--- src/rtl/reg_xfer_pkg.sv ---
// Shared definitions for the register-transfer arbiter.
//   - Default bus geometry (NUM_REGS / IDX_W)
//   - Transfer FSM state encoding
//   - onehot(): index -> one-hot register select, zero when out of range
package reg_xfer_pkg;

    localparam int DEF_NUM_REGS = 16;
    localparam int DEF_IDX_W    = 4;

    // Widest register file onehot() can decode; callers size-cast the result
    // down to their own NUM_REGS.
    localparam int MAX_REGS = 256;

    typedef enum logic [2:0] {
        IDLE,
        GRANT,
        DRIVE,
        WRITE,
        ACK
    } xfer_state_e;

    // An index at or beyond n (possible only when n is not a power of two)
    // selects no register at all.
    function automatic logic [MAX_REGS-1:0] onehot(input int unsigned idx,
                                                   input int unsigned n);
        onehot = '0;
        for (int unsigned i = 0; i < MAX_REGS; i++) begin
            onehot[i] = (idx == i) && (idx < n);
        end
    endfunction

endpackage

--- src/rtl/rr_arb2.sv ---
// Two-input round-robin arbiter with a last-grant pointer.
// Ports:
//   clk, rst_n       clock, asynchronous active-low reset
//   i_req0, i_req1   request lines (0 = control unit, 1 = debug port)
//   i_update         commit the current winner into the last-grant pointer
//   o_grant          winner identity (0 or 1), valid while o_any is high
//   o_any            at least one request is pending
module rr_arb2 (
    input  logic clk,
    input  logic rst_n,
    input  logic i_req0,
    input  logic i_req1,
    input  logic i_update,
    output logic o_grant,
    output logic o_any
);

    logic r_last;

    // A lone request wins outright; under contention the requester that was
    // not served last wins.
    assign o_grant = i_req1 & (~i_req0 | ~r_last);
    assign o_any   = i_req0 | i_req1;

    // Pointer resets to requester 1 so requester 0 wins the first contention.
    always_ff @(posedge clk or negedge rst_n) begin
        if (!rst_n) begin
            r_last <= 1'b1;
        end else if (i_update) begin
            // NOTE: sequential state uses non-blocking (<=) so every register
            // samples pre-edge values regardless of block ordering.
            r_last <= o_grant;
        end
    end

endmodule

--- src/rtl/reg_xfer_arbiter.sv ---
// Register-transfer bus arbiter: grants one of two requesters, then walks a
// fixed GRANT -> DRIVE -> WRITE -> ACK sequence that drives the source
// register onto the bus and loads it into the destination register.
// Ports:
//   clk, clr           clock, asynchronous active-low reset
//   req0/req1          transfer requests (0 = control unit, 1 = debug port)
//   src0/src1          source register index per requester
//   dst0/dst1          destination register index per requester
//   ba0/ba1            base-address mode (R0 reads as zero)
//   ack0/ack1          one-cycle transfer-complete pulse per requester
//   Rout               one-hot register bus-drive enable
//   Rin                one-hot register load enable
//   BAout              R0 zero-mask control
//   busy               high whenever the FSM is not IDLE
import reg_xfer_pkg::*;

module reg_xfer_arbiter #(
    parameter int NUM_REGS = DEF_NUM_REGS,
    parameter int IDX_W    = DEF_IDX_W
) (
    input  logic                clk,
    input  logic                clr,
    input  logic                req0,
    input  logic                req1,
    input  logic [IDX_W-1:0]    src0,
    input  logic [IDX_W-1:0]    src1,
    input  logic [IDX_W-1:0]    dst0,
    input  logic [IDX_W-1:0]    dst1,
    input  logic                ba0,
    input  logic                ba1,
    output logic                ack0,
    output logic                ack1,
    output logic [NUM_REGS-1:0] Rout,
    output logic [NUM_REGS-1:0] Rin,
    output logic                BAout,
    output logic                busy
);

    xfer_state_e r_state;
    xfer_state_e w_next;

    logic [IDX_W-1:0] r_src;
    logic [IDX_W-1:0] r_dst;
    logic             r_ba;
    logic             r_id;

    logic [NUM_REGS-1:0] r_rout;
    logic [NUM_REGS-1:0] r_rin;
    logic                r_baout;
    logic                r_ack0;
    logic                r_ack1;
    logic                r_busy;

    logic                w_grant_id;
    logic                w_any_req;
    logic                w_start;
    logic                w_bus_phase;
    logic                w_ba_eff;
    logic [NUM_REGS-1:0] w_src_oh;
    logic [NUM_REGS-1:0] w_dst_oh;

    assign w_start = (r_state == IDLE) && w_any_req;

    rr_arb2 u_arb (
        .clk      (clk),
        .rst_n    (clr),
        .i_req0   (req0),
        .i_req1   (req1),
        .i_update (w_start),
        .o_grant  (w_grant_id),
        .o_any    (w_any_req)
    );

    // ---------------- FSM ----------------
    always_ff @(posedge clk or negedge clr) begin
        if (!clr) begin
            r_state <= IDLE;
        end else begin
            r_state <= w_next;
        end
    end

    always_comb begin
        // NOTE: assigning the default before the case guarantees every path
        // writes w_next, so no latch is inferred.
        w_next = r_state;
        case (r_state)
            IDLE:    if (w_any_req) w_next = GRANT;
            GRANT:   w_next = DRIVE;
            DRIVE:   w_next = WRITE;
            WRITE:   w_next = ACK;
            ACK:     w_next = IDLE;
            default: w_next = IDLE;
        endcase
    end

    // ---------------- Transfer context ----------------
    // Captured only when leaving IDLE; requester inputs are ignored for the
    // rest of the transfer, so a dropped req cannot abort it.
    always_ff @(posedge clk or negedge clr) begin
        if (!clr) begin
            r_src <= '0;
            r_dst <= '0;
            r_ba  <= 1'b0;
            r_id  <= 1'b0;
        end else if (w_start) begin
            r_src <= w_grant_id ? src1 : src0;
            r_dst <= w_grant_id ? dst1 : dst0;
            r_ba  <= w_grant_id ? ba1  : ba0;
            r_id  <= w_grant_id;
        end
    end

    // ---------------- Registered outputs ----------------
    // Outputs are decoded from the next state so that, once registered, they
    // line up with the state the FSM is actually in. The transfer context is
    // already valid whenever the next state is DRIVE or WRITE.
    assign w_src_oh    = NUM_REGS'(onehot(32'(r_src), $unsigned(NUM_REGS)));
    assign w_dst_oh    = NUM_REGS'(onehot(32'(r_dst), $unsigned(NUM_REGS)));
    assign w_bus_phase = (w_next == DRIVE) || (w_next == WRITE);
    // Base-address masking only applies when R0 is the source.
    assign w_ba_eff    = r_ba && (r_src == '0);

    always_ff @(posedge clk or negedge clr) begin
        if (!clr) begin
            r_rout  <= '0;
            r_rin   <= '0;
            r_baout <= 1'b0;
            r_ack0  <= 1'b0;
            r_ack1  <= 1'b0;
            r_busy  <= 1'b0;
        end else begin
            r_rout  <= w_bus_phase ? w_src_oh : '0;
            r_rin   <= (w_next == WRITE) ? w_dst_oh : '0;
            r_baout <= w_bus_phase && w_ba_eff;
            r_ack0  <= (w_next == ACK) && !r_id;
            r_ack1  <= (w_next == ACK) &&  r_id;
            r_busy  <= (w_next != IDLE);
        end
    end

    assign Rout  = r_rout;
    assign Rin   = r_rin;
    assign BAout = r_baout;
    assign ack0  = r_ack0;
    assign ack1  = r_ack1;
    assign busy  = r_busy;

endmodule

--- config.mk ---
export PLATFORM = sky130hd
export DESIGN_NAME = reg_xfer_arbiter
export DESIGN_NICKNAME = d
export VERILOG_FILES = /design/src/rtl/reg_xfer_pkg.sv /design/src/rtl/rr_arb2.sv /design/src/rtl/reg_xfer_arbiter.sv
export SDC_FILE = /design/constraint.sdc
export NUM_CORES = 1
export LEC_CHECK = 0
export ABC_CLOCK_PERIOD_IN_PS = 4550
export BUFFER_PORTS_ARGS = -buffer_cell sky130_fd_sc_hd__buf_2
export CELL_PAD_IN_SITES_DETAIL_PLACEMENT = 0
export CELL_PAD_IN_SITES_GLOBAL_PLACEMENT = 1
export CORE_ASPECT_RATIO = 1.25
export CORE_UTILIZATION = 40
export CTS_CLUSTER_SIZE = 28
export DETAILED_ROUTE_END_ITERATION = 10
export PLACE_DENSITY_LB_ADDON = 0.1
export SLEW_MARGIN = 10
export SYNTH_ARGS = -nofsm -noshare
export SYNTH_HDL_FRONTEND = slang
export SYNTH_HIERARCHICAL = 1
export SYNTH_SLANG_ARGS = --single-unit
--- constraint.sdc ---
create_clock -name clk -period 4.55 [get_ports clk]
set_clock_uncertainty 0.05 [all_clocks]
set_input_delay 0.2275 -clock clk [delete_from_list [all_inputs] [get_ports clk]]
set_output_delay 0.2275 -clock clk [all_outputs]
set_load 0.02 [all_outputs]
==> After elaboration in Yosys (flattened, before gate mapping) <==
Cells that the tools add are included.
{ "totals": {"ff_bits": 50, "wordCells": 71, "inputBits": 22, "out_inout_bits": 36} }
{ "op_classes": {"n_eq_ne": 36, "bitwise": 5, "muxes": 7, "n_reduce_logical": 11} }
{ "ops": {"columns": ["operator", "count"], "rows": [
  ["4-bit equality test, second input constant", 16],
  ["4-bit by 3-bit equality test with 1-bit output, second input constant", 8],
  ["16-bit 2-to-1 mux", 2],
  ["4-bit by 2-bit equality test with 1-bit output, second input constant", 4],
  ["3-bit by 2-bit equality test with 1-bit output, second input constant", 4],
  ["3-bit one-hot mux with 4 select lines", 1],
  ["4-bit by 1-bit equality test with 1-bit output, second input constant", 2],
  ["4-bit zero test", 2],
  ["4-bit 2-to-1 mux", 2],
  ["1-bit logical AND", 5],
  ["3-bit by 1-bit equality test with 1-bit output, second input constant", 1],
  ["3-bit equality test, second input constant", 1],
  ["3-bit zero test", 1],
  ["3-bit 2-to-1 mux", 1],
  ["3-bit nonzero test", 1],
  ["1-bit inverter", 2],
  ["1-bit OR", 2],
  ["1-bit AND", 1],
  ["1-bit zero test", 1],
  ["1-bit logical OR", 1],
  ["1-bit 2-to-1 mux", 1]
]} }

==> Longest topological paths before layout <==
{ "depth": {"depth_word": 6, "depth_mapped": 4, "depth_no_buf": 3} }

==> Modules after synthesis <==
The synthesis kept the hierarchy.
{ "modules_own_cells": {"columns": ["module", "cells_per_inst", "n_inst", "seq_area_each_um2", "area_each_um2"], "rows": [
  ["reg_xfer_arbiter", 139, 1, 1226.2, 1859.3],
  ["rr_arb2", 4, 1, 26.3, 58.8]
]} }

==> Worst setup path after synthesis <==
OpenSTA, ideal clock, no wires.
{ "synth_path": {"kind": "flip-flop to flip-flop", "from": "register u_arb.r_last", "to": "register r_ba", "setup_time_ns": 0.125, "t_arrival_ns": 1.411, "path_stages_with_launch": 5, "synth_period_minus_slack_ns": 1.586, "setup_slack_ns": 2.964, "n_path_buf": 1, "t_required_ns": 4.375, "path_cell_list": "dfstp_2 > a21boi_2 > clkbuf_1 > mux2_2 > mux2_2"} }
{ "synth_via": {"elab_chain_len": 4} }
{ "synth_rtl": {"columns": ["element", "line_no", "rtl"], "rows": [
  ["start, declared", "rr_arb2.sv:18", "logic r_last;"],
  ["start signal, assigned", "rr_arb2.sv:32", "r_last <= o_grant;"],
  ["1-bit inverter", "rr_arb2.sv:22", "assign o_grant = i_req1 & (~i_req0 | ~r_last);"],
  ["1-bit OR", "rr_arb2.sv:22", null],
  ["1-bit AND", "rr_arb2.sv:22", null],
  ["named net w_grant_id", "reg_xfer_arbiter.sv:54", "logic w_grant_id;"],
  ["1-bit 2-to-1 mux", "reg_xfer_arbiter.sv:109", "r_ba <= w_grant_id ? ba1 : ba0;"],
  ["end signal, assigned", "reg_xfer_arbiter.sv:109", null],
  ["end, declared", "reg_xfer_arbiter.sv:44", "logic r_ba;"]
]} }
The timed path passes the listed nets, and every way through them passes these cells.
A chain may end at the register's enable or synchronous reset.

==> Worst setup path after layout <==
{ "layout_path": {"from": "register r_state[2]", "to": "register r_dst[1]"} }
{ "layout_via": {"elab_chain_len": 2} }
{ "layout_rtl": {"columns": ["element", "line_no", "rtl"], "rows": [
  ["start, declared", "reg_xfer_arbiter.sv:39", "xfer_state_e r_state;"],
  ["start signal, assigned", "reg_xfer_arbiter.sv:79", "r_state <= w_next;"],
  ["3-bit zero test", "reg_xfer_arbiter.sv:62", "assign w_start = (r_state == IDLE) && w_any_req;"],
  ["1-bit logical AND", "reg_xfer_arbiter.sv:62", null],
  ["end signal, assigned", "reg_xfer_arbiter.sv:108", "r_dst <= w_grant_id ? dst1 : dst0;"],
  ["end, declared", "reg_xfer_arbiter.sv:43", "logic [IDX_W-1:0] r_dst;"]
]} }
Every way passes these cells.

==> results.md <==
* Critical Path Sink Type: register
* Final layout net count at ~220
* Portion of total power attributed to sequential cells at 49.3%
* Number of ports placed on the die boundary at just under 60
* Pleak at between 0.001 and 0.0015 µW
* Clock period minus final worst setup slack at approximately 1.8 ns
* Via count of the first global-routing pass at about 1200
* Synth warn at 6
* Worst hold-check path type: primary input to asynchronous set/reset pin
* Vias per cell at just under 5
* Number of optimization iterations in the first detailed-route pass at 4
* Sequential element share of the synthesized area at between 60% and 70%
* Most common cell in the netlist: dfrtp_1
* Pin count of the biggest net entering global routing at 51
* Final non-filler cell area at 2330 µm²
* Syn avg cell area at 13.4 µm²
* CTS tree: done
* Remaining global-route overflow at 0
* Placed wire-length estimate at between 2000 and 2500 µm
* Number of placement rows at 27
* Initial antenna violation count at 0
* Cell types with the highest counts after synthesis: 49 x dfrtp_1, 21 x nor3_1, 19 x mux2_2, 9 x nor2_1, 6 x nor4_1
* Core box area at between 4000 and 5000 µm²
* Count of max-cap constraint violations at 0
* Clk sink count at 50
* Slew Limit Fails at 0
* DR DRC count at 0
* Number of enable-type register cells in the synthesized netlist at 0
* Gate count of the mapped netlist at roughly 140
* Total global-route track usage at 15.4%
* Pwr/cell area at about 610 nW/µm²
* Critical path class: register to register
* Required arrival time at the worst endpoint at 4.68 ns
* Fin crit share at between 30% and 40%
* Summed instance area of the synthesized netlist at ~1900 µm²
* Horiz. Die Dim at 63.9 µm
* Starting density of the core at a little over two fifths
* Antenna diode count at 0
* Number of H-tree levels at 2
* R2r endpoint: r_dst[1]$_DFFE_PN0P_
* Highest net fanout along the worst path at 13
* Outcome: complete, no violations
* Die Footprint at 5080 µm²
* Insertion delay to the later sink of the worst-skew pair at ~0.29 ns
* Post-synth top area cell: dfrtp_1
* Maximum count of clock buffers along a single path at 2
* Most area-consuming cells after synthesis: dfrtp_1 64%, mux2_2 11%, nor3_1 5.5%, nor4_1 2.0%, or3b_2 1.8%
* Global-route wire length before repair at ~5900 µm
* Slew HR at a little under a third
* # hold bufs at CTS at 0
* Number of buffers created by CTS at 5
* Final WL at between 3000 and 4000 µm
* Number of resized instances in the post-cts repair step at 0
* Placer congestion estimate at around 0.74
* Setup tns final at 0 ns
* Number of nets in the synthesized netlist at 165
* Setup violators final at 0
* R2R setup slack at around 2.7 ns
* Data arrival, critical path at approximately 1.9 ns
* Drt wl/cell at approximately 13 µm
* Layout area overhead at 21.3%
* Routed vias at roughly 1300
* Count of distinct cell types in the synthesized netlist at 28
* Part of the power in combinational logic at between 30% and 40%
* Buffer cell driving the clock tree root: clkbuf_8
* Post-synth top flop: dfrtp_1
* R2R depth at 2
* Fraction of power spent switching nets at 37.2%
* Number of nets with antenna violations after routing at 0
* Clock-pin transition on the worst setup and hold timing paths at roughly 0.080 ns
* Setup repair after global routing missed its margin: false
* Largest voltage drop on the vdd net at about 0.00030 V
* DRT iter0 DRCs at 42
* Slew at the pin closest to its max-slew limit at about 1.0 ns
* Area share of the leading cell type in the synthesized netlist at 63.9%
* Post-CTS setup-driven buffer insertion count at 0
* Nature of the critical path startpoint: register
* Pint at roughly 900 µW
* Clk network pwr share at roughly 17%
* Fraction of final layout cells with drive strength greater than 1 at a little under half
* Die height at slightly below 80 µm
* Max Clock Freq at 554 MHz
* Worst r2r src: r_state[2]$_DFF_PN0_
* Share of flip-flops with an asynchronous set or reset at between 90% and 100%
* Register bit count reported by yosys at 50
* Total of buffers placed on input and output ports at 57
* Switching power total at about 530 µW
* Number of endpoints with negative hold slack in the final report at 0
* Area after DPL at between 2000 and 2500 µm²
## critical path, cell delays in order, from the launching register on
cell and delay, ns:
dfrtp_1 0.53, nor4b_4 0.70, mux2_2 0.41
## final cells by class
type	instances	area, µm²
clock buffers	6	82.6
repair buffers	58	293
fillers	415	2170
well taps	58	72.6
multi-input cells	81	622
flip-flops and latches	50	1250
inverters	1	3.75
## sequential cells by signal, summed over array words and instances (netlist names)
signal	flops
r_dst	4
BAout	1
r_ba	1
ack1	1
r_id	1
r_state	3
busy	1
Rout	16
ack0	1
u_arb/r_last	1
Rin	16
r_src	4
## metrics by stage
step	total power, µW	worst slack [ns]	hold WS (ns)	cells	utilization, %
global placement	1150	2.45	0.404	248	49.7
floorplan	1040	2.96	-0.118	143	-
CTS	1420	2.38	0.0985	254	51.6
detailed placement	1170	2.39	0.396	248	49.7
global route	1510	2.65	0.159	254	51.8
finish	1410	2.74	0.0721	254	51.8
## power by group through the flow
stage	Combinational, µW	Clock [µW]	Sequential (µW)
6_report	475	241	696
5_1_grt	521	272	717
4_1_cts	479	254	689
3_5_place_dp	476	0	698
3_3_place_gp	469	0	684
2_1_floorplan	366	0	676
## placed cells by master (no fill, tap or decap), types with 2 or more instances in the layout
cell / count
mux2_2: 19
nand2b_1: 3
nor4_1: 6
dfrtp_1: 49
nand3b_1: 2
nor4b_4: 2
nor3_1: 21
nor2_1: 9
or3b_2: 4
nand2_1: 4
buf_2: 57
clkbuf_8: 6
## worst max path at each step
stage                              from  cells past startpoint                   end
3_3_place_gp       r_state[2]$_DFF_PN0_                      2  r_src[2]$_DFFE_PN0P_
2_1_floorplan  u_arb/r_last$_DFFE_PN1P_                      4      r_ba$_DFFE_PN0P_
5_1_grt            r_state[2]$_DFF_PN0_                      2  r_src[0]$_DFFE_PN0P_
6_report           r_state[2]$_DFF_PN0_                      2  r_dst[1]$_DFFE_PN0P_
4_1_cts            r_state[2]$_DFF_PN0_                      2  r_dst[1]$_DFFE_PN0P_
3_5_place_dp       r_state[2]$_DFF_PN0_                      2  r_src[0]$_DFFE_PN0P_
## metal layers
metal / global-route usage [%] / vias to the layer above / wire (µm)
met4: 6.14 / 0 / 39
li1: - / 607 / -
met1: 19.4 / 598 / 1480
met5: 0 / - / 0
met2: 25.1 / 42 / 1700
met3: 4.14 / 5 / 201
## cell families after synthesis
family / Yosys count / share of synthesized area [%]
flops: 50 / 65.3
compound gates: 2 / 1.11
simple gates: 58 / 18.1
xor+xnor: 1 / 0.457
buf+inv: 12 / 3.07
mux: 20 / 11.9
Note: power is estimated with default switching activity, not from simulation.
